==> src/rtl/layer_output_collector.sv <==
// rtl/layer_output_collector.sv - captures one activation per neuron lane, then streams them out and tracks their argmax
module layer_output_collector #(
  parameter int numNeurons = 10,
  parameter int dataWidth  = 8,
  parameter int idxWidth   = $clog2(numNeurons)
) (
  input  logic                            clk,
  input  logic                            reset,
  input  logic                            clear,
  input  logic [numNeurons*dataWidth-1:0] laneData,
  input  logic [numNeurons-1:0]           laneValid,
  output logic [dataWidth-1:0]            dataOut,
  output logic                            dataOutValid,
  input  logic                            dataOutReady,
  output logic [idxWidth-1:0]             dataOutIndex,
  output logic                            layerDone,
  output logic [idxWidth-1:0]             maxIndex,
  output logic                            overrun
);

  typedef enum logic [1:0] {
    S_COLLECT,
    S_STREAM,
    S_DONE
  } state_e;

  // The counter only ever wraps through this compare, never by overflow.
  localparam logic [idxWidth-1:0] LastIdx = idxWidth'(numNeurons - 1);

  state_e                  state_q;
  logic [numNeurons-1:0]   mask_q;
  logic [numNeurons-1:0]   prev_valid_q;
  logic [dataWidth-1:0]    lane_buf_q [numNeurons];
  logic [idxWidth-1:0]     cnt_q;
  logic [dataWidth-1:0]    run_max_q;
  logic [idxWidth-1:0]     run_idx_q;
  logic [dataWidth-1:0]    data_q;
  logic                    valid_q;
  logic                    done_q;
  logic [idxWidth-1:0]     max_idx_q;
  logic                    over_q;

  logic [numNeurons-1:0]   lane_rise;
  logic                    lane_dup;
  logic                    transfer;
  logic                    new_max;
  logic [idxWidth-1:0]     cnt_inc;

  assign transfer = valid_q & dataOutReady;
  // data_q always holds buf[cnt] while streaming, so it is the value being transferred.
  assign new_max  = data_q > run_max_q;
  assign cnt_inc  = cnt_q + idxWidth'(1);

  // Rising-edge detect per lane; an edge is a protocol violation if the lane is already
  // captured or if the collector is not currently collecting.
  always_comb begin
    lane_rise = laneValid & ~prev_valid_q;
    if (state_q == S_COLLECT) begin
      lane_dup = |(lane_rise & mask_q);
    end else begin
      lane_dup = |lane_rise;
    end
  end

  // Capture, stream and argmax state machine; all outputs are registered here.
  always_ff @(posedge clk or negedge reset) begin
    if (!reset) begin
      state_q      <= S_COLLECT;
      mask_q       <= '0;
      prev_valid_q <= '0;
      cnt_q        <= '0;
      run_max_q    <= '0;
      run_idx_q    <= '0;
      data_q       <= '0;
      valid_q      <= 1'b0;
      done_q       <= 1'b0;
      max_idx_q    <= '0;
      over_q       <= 1'b0;
      for (int i = 0; i < numNeurons; i++) begin
        lane_buf_q[i] <= '0;
      end
    end else begin
      prev_valid_q <= laneValid;
      done_q       <= 1'b0;
      if (clear) begin
        // Abort the frame; captured data and the last argmax are deliberately kept.
        state_q <= S_COLLECT;
        mask_q  <= '0;
        cnt_q   <= '0;
        valid_q <= 1'b0;
        over_q  <= 1'b0;
      end else begin
        if (lane_dup) begin
          over_q <= 1'b1;
        end
        unique case (state_q)
          S_COLLECT: begin
            for (int i = 0; i < numNeurons; i++) begin
              if (lane_rise[i] && !mask_q[i]) begin
                lane_buf_q[i] <= laneData[i*dataWidth +: dataWidth];
                mask_q[i]     <= 1'b1;
              end
            end
            // Registered all-captured check: a full mask never admits new captures,
            // so buf[0] is already stable when it is loaded here.
            if (&mask_q) begin
              state_q   <= S_STREAM;
              valid_q   <= 1'b1;
              cnt_q     <= '0;
              data_q    <= lane_buf_q[0];
              run_max_q <= '0;
              run_idx_q <= '0;
            end
          end
          S_STREAM: begin
            if (transfer) begin
              // Strictly greater replaces, so ties keep the lowest index.
              if (new_max) begin
                run_max_q <= data_q;
                run_idx_q <= cnt_q;
              end
              if (cnt_q == LastIdx) begin
                state_q   <= S_DONE;
                valid_q   <= 1'b0;
                cnt_q     <= '0;
                done_q    <= 1'b1;
                max_idx_q <= new_max ? cnt_q : run_idx_q;
              end else begin
                cnt_q  <= cnt_inc;
                data_q <= lane_buf_q[cnt_inc];
              end
            end
          end
          S_DONE: begin
            mask_q  <= '0;
            state_q <= S_COLLECT;
          end
          default: begin
            state_q <= S_COLLECT;
          end
        endcase
      end
    end
  end

  assign dataOut      = data_q;
  assign dataOutValid = valid_q;
  assign dataOutIndex = cnt_q;
  assign layerDone    = done_q;
  assign maxIndex     = max_idx_q;
  assign overrun      = over_q;

endmodule

==> config.mk <==
export PLATFORM = sky130hd
export DESIGN_NAME = layer_output_collector
export DESIGN_NICKNAME = d
export VERILOG_FILES = /design/src/rtl/layer_output_collector.sv
export SDC_FILE = /design/constraint.sdc
export NUM_CORES = 1
export LEC_CHECK = 0
export ABC_AREA = 1
export CAP_MARGIN = 20
export CORE_MARGIN = 3
export CORE_UTILIZATION = 42
export DETAILED_ROUTE_END_ITERATION = 6
export PLACE_DENSITY = 0.66
export SYNTH_ARGS = -nofsm -noshare
export SYNTH_HDL_FRONTEND = slang
export SYNTH_SLANG_ARGS = --single-unit
export TNS_END_PERCENT = 50
==> constraint.sdc <==
create_clock -name clk -period 2.6 [get_ports clk]
set_input_delay 0.65 -clock clk [delete_from_list [all_inputs] [get_ports clk]]
set_output_delay 0.65 -clock clk [all_outputs]
set_load 0.005 [all_outputs]
---- Word-level counts from Yosys, hierarchy flattened ----
Cells that the tools add are included.
operators by class
  shift operators ......................... 0
  divide/modulo/power cells ............... 0
  multipliers ............................. 0
  bitwise logic cells ..................... 6
  add/sub/neg operators ................... 1
  muxes and demuxes ....................... 48
  reductions and logical operators ........ 55
  magnitude comparators ................... 2
  eq/ne operators ......................... 20
operator list
  operator            count
  $mux 8              8
  $reduce_and 3->1    12
  $ne 3x2->1 const B  11
  $bmux 8 s4          1
  $pmux 8 s2          2
  $mux 4              6
  $mux 1              21
  $and 10x10->10      2
  $pmux 10 s2         1
  $reduce_and 2->1    10
  $reduce_or 10->1    2
  $pmux 4 s2          2
  $reduce_and 4->1    3
  $logic_and 1x1->1   10
  $logic_not 1->1     10
  $mux 10             1
  $not 10->10         1
  $reduce_and 10->1   1
  $reduce_and 5->1    2
  $gt 8x8->1          1
  $mux 2              4
  $ne 2x2->1 const B  3
  $ne 3x3->1 const B  2
  $reduce_bool 3->1   2
  other kinds (13)    14
storage, ports and cells
  input port bits ......................... 94
  ROM bits ................................ 0
  memories ................................ 0
  latch bits .............................. 0
  logic and storage cells ................. 162
  output and inout bits ................... 19
  memory bits (writable) .................. 0
  register bits ........................... 133

---- Depth between registers and ports, before layout ----
  depth in word-level cells ............... 8
  mapped depth ............................ 14
  mapped depth without buffers ............ 14

---- Worst setup path after synthesis ----
OpenSTA, ideal clock, no wires.
  kind .................................... register to register
  start ................................... register data_q[7], in the netlist dataOut[7]
  end ..................................... register run_max_q[7]
  library setup time ...................... 118 ps
  cell stages (with the launch flop) ...... 11
  required time ........................... 2,482 ps
  data arrival time ....................... 1,603 ps
  clock period less this slack ............ 1,721 ps
  path buffers ............................ 0
  path slack .............................. 879 ps
  cell sequence ........................... dfrtp_1 -> ha_1 -> nand2_1 -> nor2_1 -> nand2_1 -> nand2_1 -> nand2_1 -> nand2_1 -> nand2_2 -> nand2_1 -> nand2_1
between the ends
  longest elaborated chain between the ends .. 3
  elaborated cells on any way between the ends .. 6
  classes of those cells .................. order compare: 1; eq/ne: 1; mux: 3; reduce/logical: 1
ends and longest elaborated chain
  what                                                      RTL line  source
  from (decl)                                               37        logic [dataWidth-1:0] data_q;
  from (signal assigned)                                    110       data_q <= lane_buf_q[0];
  from (signal assigned)                                    130       data_q <= lane_buf_q[cnt_inc];
  $gt 8x8->1 or $mux 8 (tied branches)                      51, 118
  $ne 2x2->1 (no line) or $mux 8 (tied branches)            n/a
  $reduce_and 5->1 (no line) or $pmux 8 s2 (tied branches)  n/a
  to (signal assigned)                                      119       run_max_q <= data_q;
  to (decl)                                                 35        logic [dataWidth-1:0] run_max_q;
Parallel ways exist; a longest one is shown, timed or not. The select of a mux whose other input is x is not followed.
A chain may end at the register's enable or synchronous reset.

---- Worst setup path in the final report ----
  start ................................... register data_q[7], in the netlist dataOut[7]
  end ..................................... register run_max_q[0]
between the ends
  longest elaborated chain between the ends .. 3
ends and longest elaborated chain
  what                        RTL line  source
  $gt 8x8->1                  51        assign new_max = data_q > run_max_q;
  $ne 2x2->1 (no line)        n/a
  $reduce_and 5->1 (no line)  n/a
No other way between the ends.

==> reports/qor.csv <==
metric;value;unit
yosysMostFrequentCell;nand2_1;
finalMaxSlewViolations;0;
area_growth;30.02;%
synthAdderAreaFrac;1.921;%
ir_worst_vdd;523.2;µV
crit_arrival;2500;ps
total_power;8.791;mW
skew;8.258;ps
cts_hold_buffers;0;
postLayoutCoreUtil;56.98;%
post-place-cells;1019;
synthesis.area;0.006514;mm²
worst_ep_required_time;2960;ps
drt_iter0_markers;271;
synth_seq_cells;133;
synth_flop_cell;dfrtp_1;
r2r-end;run_max_q[0];
ant_nets;0;
hold_viol;0;
crit_path_frequent_cell;nand2_1;
r2r-start;dataOut[7];
synth_common_cells;nand2_1 (138), dfrtp_1 (133), nor2_1 (104), inv_1 (86), o21ai_0 (53);
routedWlPerCell;15.99;µm
crit_fanout;8;
ys_types;29;
via_count;5326;
synth_nets;837;
fin_crit_sh;82.33;%
start_util;43.82;%
nets;958;
wl;16800;µm
min_period;2141;ps
r2r_cells;9;
netlist_instances;733;
clock.fmax;467.1;MHz
grt_overflow;0;
dr.pass1.iters;5;
critPathKind;register to register;
ys_seq_area_share;51.09;%
synth-compound-area-share;9.278;%
core;0.01486;mm²
row_count;44;
finalSetupTns;0;ps
port_buffers;112;
synth-xor-area-share;0.4994;%
grt_pass1_vias;5391;
cp_cell_sequence;ha_1 > nand2_1 > nor2_1 > nand4_1 > nand2_1 > nand2_1 > nand2_2 > nand2_1 > nand2_1;
grt_pass1_wl;27150;µm
tightestPinTransition;720.5;ps
io_pins;113;
cts_root_buf;clkbuf_16;
setup_viol;0;
clock_latency;420;ps
synth_area_per_cell;8.886;µm²
yosysWarnings;0;
hold_ws;212.8;ps
die_w;130.5;µm
slowest_stage;dfrtp_1;
h-tree-depth;4;
synth_area_leader_cell;dfrtp_1;
drive_above_1_share;12.34;%
grt_use_total;20.76;%
worstSetupEndpointType;register;
antenna_found_initial;0;
synthMuxAreaShare;8.644;%
hold_path_class;primary input to async pin;
synth.area.top_cells;dfrtp_1 (51%), nand2_1 (8.0%), mux2_2 (7.6%);
viasPerCell;5.068;
synth_enable_flop_cells;0;
rsz0062_at_grt;no;
p_per_area;1038;mW/mm²
cts_tree;built;
cts_resized;0;
power_leakage;4.028;nW
placed_area;0.007866;mm²
synth_top_family_by_area;simple AND/OR/NAND/NOR gates;
clkTransAtPathRegs;60;ps
dpl_worst_slack;286.5;ps
max_stage_delay;430;ps
yosys.area_share.simple;21.76;%
run_status;finished, final reports clean;
gp_congestion;0.8582;
cts.sink_count;133;
drc;0;
stdcell_area;0.008469;mm²
fin_ws;459.3;ps
slew_headroom;51.93;%
postCtsSetupBuffers;0;
fp.dieH;130.5;µm
dp_hpwl;12650;µm
cap_violations;0;
async_flop_share;100.0;%
cp-start-kind;register;
synth_top_area_share;51.09;%
dieArea;0.01704;mm²
cts_max_path_buffers;2;
cts_buffers;17;
crit_buf_inv;0;
rrSetupSlack;460;ps
final_cells;1051;
antennaDiodeCount;0;
grt_max_degree;83;
cp_top_family;simple AND/OR/NAND/NOR gates;
n_fill_cell;1327;
registers in the layout (all words and copies together), names as in the netlist:
register / flops
run_max_q: 8
overrun: 1
mask_q: 10
maxIndex: 4
dataOutIndex: 4
lane_buf_q: 80
layerDone: 1
prev_valid_q: 10
state_q: 2
dataOut: 8
dataOutValid: 1
run_idx_q: 4
layout by cell type, fill, tap and decap left out, drive strengths merged:
master,instances
nor3,3
nand3,51
nand3b,6
clkinvlp,2
a21oi,52
dfrtp,133
clkbuf,23
inv,88
clkdlybuf4s50,111
o211ai,9
ha,10
bufinv,3
clkinv,4
nand4,9
o21ai,53
a21o,1
buf,13
nand2,139
xor2,2
mux2,49
nor2,106
layer usage:
layer | routed length, µm | vias to the layer above | GRT usage (%)
li1 | - | 2622 | -
met1 | 7567 | 2537 | 27.65
met2 | 8100 | 140 | 33.29
met3 | 710 | 27 | 4.350
met4 | 423 | 0 | 8.348
met5 | 0 | - | 0
report_power, final:
| part | switching [mW] | total [mW] | internal, mW |
|---|---|---|---|
| Clock | 0.856 | 2.43 | 1.58 |
| Sequential | 0.452 | 3.35 | 2.90 |
| Combinational | 1.70 | 3.01 | 1.31 |
| Total | 3.01 | 8.79 | 5.78 |
area by class of cell:
class	count	area (µm²)	share of cell area (%)
sequential	133	3329	39.31
inverter	88	330.3	3.900
clock inverter	9	125.1	1.477
timing repair buffer	124	1234	14.57
clock buffer	23	478.0	5.643
tap	184	230.2	2.718
multi-input combinational	490	2743	32.38
logic make-up after synthesis:
logic type | Yosys count
and+or+nand+nor | 314
DFF | 133
AOI/OAI and AO/OA | 115
buffers and inverters | 110
muxes | 49
adders and majority gates | 10
xor gates and xnor gates | 2
how the worst max path moves through the flow:
stage | startpoint | endpoint | slack (ps) | cells after the start
floorplan | dataOut[7] | run_max_q[7] | 880 | 10
global placement | clear | lane_buf_q[57] | 310 | 6
detailed placement | clear | dataOut[1] | 290 | 8
CTS | dataOut[7] | run_max_q[0] | 440 | 9
global route | dataOut[7] | run_max_q[2] | 290 | 9
finish | dataOut[7] | run_max_q[0] | 460 | 9
No activity file was read; power rests on OpenSTA's default activity.
